File: src/rtl/btn_event_pkg.sv
// Shared types and defaults for the front-panel button conditioner.
// Durations are counted in ms ticks; events are one-hot per button, indexed by evt_type_e.
package btn_event_pkg;

  localparam int MS_CNT_W = 16;

  localparam int          DEF_NUM_BTN     = 2;
  localparam int unsigned DEF_CLKS_PER_MS = 27000;
  localparam int unsigned DEF_DEBOUNCE_MS = 20;
  localparam int unsigned DEF_LONG_MS     = 1500;
  localparam int unsigned DEF_REPEAT_MS   = 200;

  typedef enum logic [2:0] {
    IDLE     = 3'd0,
    DB_PRESS = 3'd1,
    PRESSED  = 3'd2,
    HELD     = 3'd3,
    DB_REL   = 3'd4
  } btn_state_e;

  typedef enum logic [1:0] {
    EVT_PRESS   = 2'd0,
    EVT_LONG    = 2'd1,
    EVT_REPEAT  = 2'd2,
    EVT_RELEASE = 2'd3
  } evt_type_e;

  localparam int NUM_EVT_TYPES = 4;

  typedef logic [MS_CNT_W-1:0] ms_cnt_t;

  // Saturating increment so a very long hold cannot wrap back into a match.
  function automatic ms_cnt_t ms_inc(input ms_cnt_t c);
    return (c == '1) ? c : c + ms_cnt_t'(1);
  endfunction

  // True when the tick being taken now completes a duration of n ms.
  function automatic logic ms_reached(input ms_cnt_t c, input int unsigned n);
    return (32'(c) + 32'd1) == n;
  endfunction

endpackage

File: src/rtl/btn_fsm.sv
// Per-button debounce / long-press / auto-repeat state machine.
// Event pulses are registered with the transition that produces them.
module btn_fsm
  import btn_event_pkg::*;
#(
  parameter int unsigned DEBOUNCE_MS = DEF_DEBOUNCE_MS,
  parameter int unsigned LONG_MS     = DEF_LONG_MS,
  parameter int unsigned REPEAT_MS   = DEF_REPEAT_MS
) (
  input  logic                     clk27,
  input  logic                     reset,
  input  logic                     btn_n,
  input  logic                     tick,
  output logic                     level,
  output logic [NUM_EVT_TYPES-1:0] evt,
  output btn_state_e               state
);

  btn_state_e                 state_q, state_d;
  ms_cnt_t                    ms_cnt_q, ms_cnt_d;
  logic                       long_fired_q, long_fired_d;
  logic [NUM_EVT_TYPES-1:0]   evt_q, evt_d;
  logic                       pressed;

  assign pressed = ~btn_n;

  always_ff @(posedge clk27 or posedge reset) begin
    if (reset) begin
      state_q      <= IDLE;
      ms_cnt_q     <= '0;
      long_fired_q <= 1'b0;
      evt_q        <= '0;
    end else begin
      state_q      <= state_d;
      ms_cnt_q     <= ms_cnt_d;
      long_fired_q <= long_fired_d;
      evt_q        <= evt_d;
    end
  end

  // Raw-input changes are examined before the tick, so a change always restarts timing.
  always_comb begin
    state_d      = state_q;
    ms_cnt_d     = ms_cnt_q;
    long_fired_d = long_fired_q;
    evt_d        = '0;
    case (state_q)
      IDLE: begin
        if (pressed) begin
          state_d  = DB_PRESS;
          ms_cnt_d = '0;
        end
      end
      DB_PRESS: begin
        if (!pressed) begin
          state_d  = IDLE;
          ms_cnt_d = '0;
        end else if (tick) begin
          if (ms_reached(ms_cnt_q, DEBOUNCE_MS)) begin
            state_d          = PRESSED;
            ms_cnt_d         = '0;
            long_fired_d     = 1'b0;
            evt_d[EVT_PRESS] = 1'b1;
          end else begin
            ms_cnt_d = ms_inc(ms_cnt_q);
          end
        end
      end
      PRESSED: begin
        if (!pressed) begin
          state_d  = DB_REL;
          ms_cnt_d = '0;
        end else if (tick) begin
          if (ms_reached(ms_cnt_q, LONG_MS)) begin
            state_d         = HELD;
            ms_cnt_d        = '0;
            long_fired_d    = 1'b1;
            evt_d[EVT_LONG] = 1'b1;
          end else begin
            ms_cnt_d = ms_inc(ms_cnt_q);
          end
        end
      end
      HELD: begin
        if (!pressed) begin
          state_d  = DB_REL;
          ms_cnt_d = '0;
        end else if (tick) begin
          if (ms_reached(ms_cnt_q, REPEAT_MS)) begin
            ms_cnt_d          = '0;
            evt_d[EVT_REPEAT] = 1'b1;
          end else begin
            ms_cnt_d = ms_inc(ms_cnt_q);
          end
        end
      end
      DB_REL: begin
        if (pressed) begin
          state_d  = long_fired_q ? HELD : PRESSED;
          ms_cnt_d = '0;
        end else if (tick) begin
          if (ms_reached(ms_cnt_q, DEBOUNCE_MS)) begin
            state_d            = IDLE;
            ms_cnt_d           = '0;
            evt_d[EVT_RELEASE] = 1'b1;
          end else begin
            ms_cnt_d = ms_inc(ms_cnt_q);
          end
        end
      end
      default: begin
        state_d  = IDLE;
        ms_cnt_d = '0;
      end
    endcase
  end

  always_comb begin
    level = (state_q == PRESSED) || (state_q == HELD) || (state_q == DB_REL);
    evt   = evt_q;
    state = state_q;
  end

endmodule

File: src/rtl/btn_event_gen.sv
// Button conditioner top: shared ms prescaler, one btn_fsm per button,
// sticky event flags and a wrapping event counter for firmware polling.
module btn_event_gen
  import btn_event_pkg::*;
#(
  parameter int          NUM_BTN     = DEF_NUM_BTN,
  parameter int unsigned CLKS_PER_MS = DEF_CLKS_PER_MS,
  parameter int unsigned DEBOUNCE_MS = DEF_DEBOUNCE_MS,
  parameter int unsigned LONG_MS     = DEF_LONG_MS,
  parameter int unsigned REPEAT_MS   = DEF_REPEAT_MS
) (
  input  logic                      clk27,
  input  logic                      reset,
  input  logic [NUM_BTN-1:0]        btn_n,
  input  logic                      evt_clr,
  output logic [NUM_BTN-1:0]        btn_level,
  output logic [NUM_BTN-1:0]        evt_press,
  output logic [NUM_BTN-1:0]        evt_long,
  output logic [NUM_BTN-1:0]        evt_repeat,
  output logic [NUM_BTN-1:0]        evt_release,
  output logic [7:0]                evt_cnt,
  output logic [NUM_BTN-1:0][2:0]   dbg_state
);

  if (DEBOUNCE_MS < 1 || LONG_MS < 1 || REPEAT_MS < 1) begin : g_bad_ms
    $error("btn_event_gen: DEBOUNCE_MS, LONG_MS and REPEAT_MS must be >= 1");
  end
  if (CLKS_PER_MS < 2) begin : g_bad_presc
    $error("btn_event_gen: CLKS_PER_MS must be >= 2");
  end
  if (NUM_BTN < 1) begin : g_bad_num
    $error("btn_event_gen: NUM_BTN must be >= 1");
  end

  localparam int PRESC_W = $clog2(CLKS_PER_MS);

  logic [PRESC_W-1:0]                      presc_q;
  logic                                    tick;
  logic [NUM_BTN-1:0]                      fsm_level;
  logic [NUM_BTN-1:0][NUM_EVT_TYPES-1:0]   evt_pulse;
  logic [NUM_BTN-1:0]                      pulse_press, pulse_long, pulse_repeat, pulse_release;
  logic [7:0]                              evt_sum;

  // Free-running; button activity never disturbs the tick phase.
  assign tick = (presc_q == PRESC_W'(CLKS_PER_MS - 1));

  always_ff @(posedge clk27 or posedge reset) begin
    if (reset) begin
      presc_q <= '0;
    end else begin
      presc_q <= tick ? '0 : presc_q + PRESC_W'(1);
    end
  end

  for (genvar i = 0; i < NUM_BTN; i++) begin : g_btn
    btn_fsm #(
      .DEBOUNCE_MS (DEBOUNCE_MS),
      .LONG_MS     (LONG_MS),
      .REPEAT_MS   (REPEAT_MS)
    ) u_fsm (
      .clk27 (clk27),
      .reset (reset),
      .btn_n (btn_n[i]),
      .tick  (tick),
      .level (fsm_level[i]),
      .evt   (evt_pulse[i]),
      .state (dbg_state[i])
    );
  end

  // 8-bit accumulation is exact because evt_cnt itself wraps mod 256.
  always_comb begin
    evt_sum = '0;
    for (int i = 0; i < NUM_BTN; i++) begin
      pulse_press[i]   = evt_pulse[i][EVT_PRESS];
      pulse_long[i]    = evt_pulse[i][EVT_LONG];
      pulse_repeat[i]  = evt_pulse[i][EVT_REPEAT];
      pulse_release[i] = evt_pulse[i][EVT_RELEASE];
      for (int t = 0; t < NUM_EVT_TYPES; t++) begin
        evt_sum = evt_sum + {7'd0, evt_pulse[i][t]};
      end
    end
  end

  // A new event outranks a simultaneous clear on its own bit.
  always_ff @(posedge clk27 or posedge reset) begin
    if (reset) begin
      btn_level   <= '0;
      evt_press   <= '0;
      evt_long    <= '0;
      evt_repeat  <= '0;
      evt_release <= '0;
      evt_cnt     <= '0;
    end else begin
      btn_level   <= fsm_level;
      evt_press   <= (evt_clr ? '0 : evt_press)   | pulse_press;
      evt_long    <= (evt_clr ? '0 : evt_long)    | pulse_long;
      evt_repeat  <= (evt_clr ? '0 : evt_repeat)  | pulse_repeat;
      evt_release <= (evt_clr ? '0 : evt_release) | pulse_release;
      evt_cnt     <= evt_cnt + evt_sum;
    end
  end

endmodule

File: config.mk
export PLATFORM = sky130hd
export DESIGN_NAME = btn_event_gen
export DESIGN_NICKNAME = d
export VERILOG_FILES = /design/src/rtl/btn_event_pkg.sv /design/src/rtl/btn_fsm.sv /design/src/rtl/btn_event_gen.sv
export SDC_FILE = /design/constraint.sdc
export NUM_CORES = 1
export LEC_CHECK = 0
export BUFFER_PORTS_ARGS = -buffer_cell sky130_fd_sc_hd__buf_2
export CAP_MARGIN = 20
export CORE_ASPECT_RATIO = 0.9
export CORE_UTILIZATION = 34
export CTS_CLUSTER_DIAMETER = 30
export DETAILED_ROUTE_END_ITERATION = 10
export PLACE_DENSITY = 0.58
export SKIP_CTS_REPAIR_TIMING = 1
export SLEW_MARGIN = 40
export SYNTH_ARGS = -nofsm -noshare
export SYNTH_HDL_FRONTEND = slang
export SYNTH_SLANG_ARGS = --single-unit
File: constraint.sdc
create_clock -name clk27 -period 3.64 [get_ports clk27]
set_input_delay 0.364 -clock clk27 [delete_from_list [all_inputs] [get_ports clk27]]
set_output_delay 0.364 -clock clk27 [all_outputs]
set_load 0.005 [all_outputs]
==> impl_metrics.py <==
metrics = {
    "run_status": {
        "status": "finished with violations",
        "violations": "negative hold slack",
    },
    "placed_design": {
        "portBuffers": 28,
        "hpwl_microns": 8160,
        "placed_cells": 753,
        "gp_congestion": 0.854,
    },
    "worst_setup_path": {
        "cp_slowest_stage_delay_ps": 540,
        "cp_num_buf_inv": 2,
        "worstPathCellList": "fa_1, inv_1, fa_1, fa_1, fa_1, inv_1, fa_1, a21o_1, a21oi_1, nor2_1, xor2_1",
        "worst_path_max_delay_cell": "fa_1",
        "path_max_fanout": 2,
        "critPathArrivalTime_ps": 3530,
        "crit_path_end_kind": "flip-flop",
        "start_kind": "flip-flop",
        "cpMostUsedCell": "fa_1",
        "worstSetupPathType": "flip-flop to flip-flop",
        "cp.required_ps": 3870,
        "cp_top_family": "adder cells",
        "ff2ff_setup_slack_ps": 340,
    },
    "drt": {
        "vias": 4102,
        "post_drt_wl_per_cell_microns": 14.8,
        "vias_per_cell": 5.33,
        "postRouteWirelength_microns": 11400,
        "drtIter0Drc": 324,
        "drc": 0,
        "drtAntennaViolNets": 0,
        "first_pass_iters": 5,
    },
    "finish": {
        "insertedDiodeCount": 0,
        "fin_nets": 592,
        "final_common_cell": "dfrtp_1",
        "stdcell_count": 769,
        "multiInputGateArea_sq_um": 2730,
        "seq_area_sq_um": 2030,
        "area_delta_synth_final_pct": 10.6,
        "final_cell_mix": "81 x dfrtp_1, 56 x nor2_1, 49 x nand2_1",
        "fillers": 1462,
        "drive_gt1_share_pct": 11.5,
    },
    "floorplanning": {
        "dieArea_sq_um": 15300,
        "start_util_pct": 35.4,
        "fp-row-count": 41,
        "io_pins": 29,
        "fp.dieH_microns": 118,
        "core_area_sq_um": 14300,
        "dieWidth_microns": 130,
    },
    "synth": {
        "yosysTopAreaCell": "dfrtp_1",
        "avgSynthCellArea_sq_um": 8.95,
        "synth_flop_cell": "dfrtp_1",
        "synthXorXnorAreaFrac_pct": 6.25,
        "synth.area.top_cells": "dfrtp_1 40%, a21o_1 4.6%, nor2_1 4.2%",
        "synthDistinctLibCells": 68,
        "synth_warnings": 0,
        "synthAdderAreaFrac_pct": 4.71,
        "synth_edf_count": 0,
        "synth_top_area_share_pct": 40.2,
        "ys_ff_latch": 81,
        "yosys.area_share.simple_pct": 24.0,
        "synthMuxAreaShare_pct": 1.24,
        "netlist_area_sq_um": 5050,
        "synth-seq-area-share_pct": 40.2,
        "syn_nets": 585,
        "synth_compound_area_share_pct": 17.9,
        "syn_inst": 564,
        "async_flop_share_pct": 100,
        "synth_top_family_by_area": "simple AND/OR/NAND/NOR gates",
    },
    "sta": {
        "fmax_mhz": 303,
        "worst_pin_slew_ps": 746,
        "setup_tns_ps": 0,
        "post-route-min-period_ps": 3300,
        "slew_violations": 0,
        "relSlewSlack_pct": 50.0,
        "period_share_pct": 90.6,
        "hold_slack_ps": -0.898,
        "setup_violations": 0,
        "finClkSkew_ps": 8.95,
        "rsz0062_at_grt": "false",
        "hold_viol": 1,
    },
    "clocking": {
        "numClockSinks": 81,
        "clk-insertion-delay-late_ps": 350,
        "cts.path.max_buffers": 2,
        "h-tree-depth": 3,
        "cts_tree": "done",
        "path_clk_slew_ps": 60,
        "cts_buffers": 9,
        "root_buffer": "clkbuf_16",
    },
    "global_route": {
        "grt_overflow_total": 0,
        "antenna_found_initial": 0,
        "track_usage_pct": 15.8,
        "grt_pass1_vias": 3801,
        "grt_pass1_wl_microns": 19300,
        "grt_start_max_net_pins": 34,
    },
    "power": {
        "p_leak_nw": 2.75,
        "cellPowerDensity_nw_per_um2": 345,
        "ir_worst_vdd_uv": 199,
    },
    "min_path": {
        "min_path_type": "input pin to asynchronous set/reset pin",
    },
    "run": {
        "max_cap_viol_count": 0,
    },
}
-- kinds of logic after synthesis --
kind of cell / count (synthesis)
DFF: 81
adders and majority gates: 16
xor gates and xnor gates: 36
buffers and inverters: 63
and+or+nand+nor: 232
muxes: 6
AOI/OAI and AO/OA: 130
-- synthesized netlist by cell type (7+ instances only) --
| cell type | count |
|---|---|
| a31oi_1 | 11 |
| nand2_1 | 49 |
| clkbuf_1 | 20 |
| or3_1 | 9 |
| a21oi_1 | 21 |
| ha_1 | 11 |
| nor3_1 | 14 |
| dfrtp_1 | 81 |
| nor2_1 | 56 |
| o21bai_1 | 7 |
| a21o_1 | 31 |
| xor2_1 | 21 |
| and3_1 | 12 |
| xnor2_1 | 15 |
| nand4_1 | 17 |
| inv_1 | 24 |
| o21ai_0 | 20 |
| nand3_1 | 27 |
-- final cells by class --
type / instances / area share (%)
Timing Repair Buffer: 35 / 3.45
Clock buffer: 9 / 4.03
Clock inverter: 7 / 1.37
Sequential cell: 81 / 36.3
Inverter: 24 / 1.64
Tap cell: 193 / 4.33
Multi-Input combinational cell: 420 / 48.9
-- path summary, 6_finish.rpt --
kind | start | to | depth (start not counted)
setup / recovery | evt_cnt[0] | evt_cnt[6] | 11
hold / removal | reset | g_btn[1].u_fsm.ms_cnt_q[1] | 2
setup reg to reg | evt_cnt[0] | evt_cnt[6] | 11
hold reg to reg | g_btn[1].u_fsm.evt[2] | evt_repeat[1] | 1
max in group asynchronous | reset | presc_q[10] | 3
min in group clk27 | btn_n[0] | g_btn[0].u_fsm.state[0] | 2
-- routing by layer --
layer | track usage (%) | routed length [microns]
met3 | 2.91 | 405
met2 | 24.5 | 5320
met4 | 5.03 | 153
met1 | 22.2 | 5500
met5 | 0 | 0
-- worst register-to-register path: cells and delay by family (launching register included) --
family / cells / cell delay, ps
buffers and inverters: 2 / 110
AND/OR/NAND/NOR: 1 / 80
AO/OA/AOI/OAI: 2 / 370
adder cells (fa/ha/maj): 5 / 2070
XOR/XNOR: 1 / 140
flip-flops: 1 / 410
-- sequential cells by signal, summed over array words and instances (netlist names) --
name                      count
evt_cnt                       8
presc_q                      15
g_btn.u_fsm.ms_cnt_q         32
g_btn.u_fsm.long_fired_q      2
g_btn.u_fsm.state             6
evt_release                   2
btn_level                     2
g_btn.u_fsm.evt               8
evt_repeat                    2
evt_long                      2
evt_press                     2
-- report_power, final --
| part | internal, mW | switching [mW] |
|---|---|---|
| clock | 0.536 | 0.391 |
| combinational | 0.0289 | 0.0584 |
| sequential | 0.905 | 0.00730 |
| total | 1.47 | 0.457 |
-- metrics by stage --
step / total power [mW] / worst slack (ps) / instance area, sq um / util (%) / hold slack, ps
floorplan: 0.987 / 468 / 5050 / - / 428
global placement: 1.02 / 420 / 5280 / 37.0 / 369
detailed placement: 1.02 / 339 / 5280 / 37.0 / 374
CTS: 1.95 / 317 / 5580 / 39.1 / 11.8
global route: 2.00 / 164 / 5580 / 39.1 / 30.3
finish: 1.93 / 342 / 5580 / 39.1 / -0.898
Note: power is estimated with default switching activity, not from simulation.
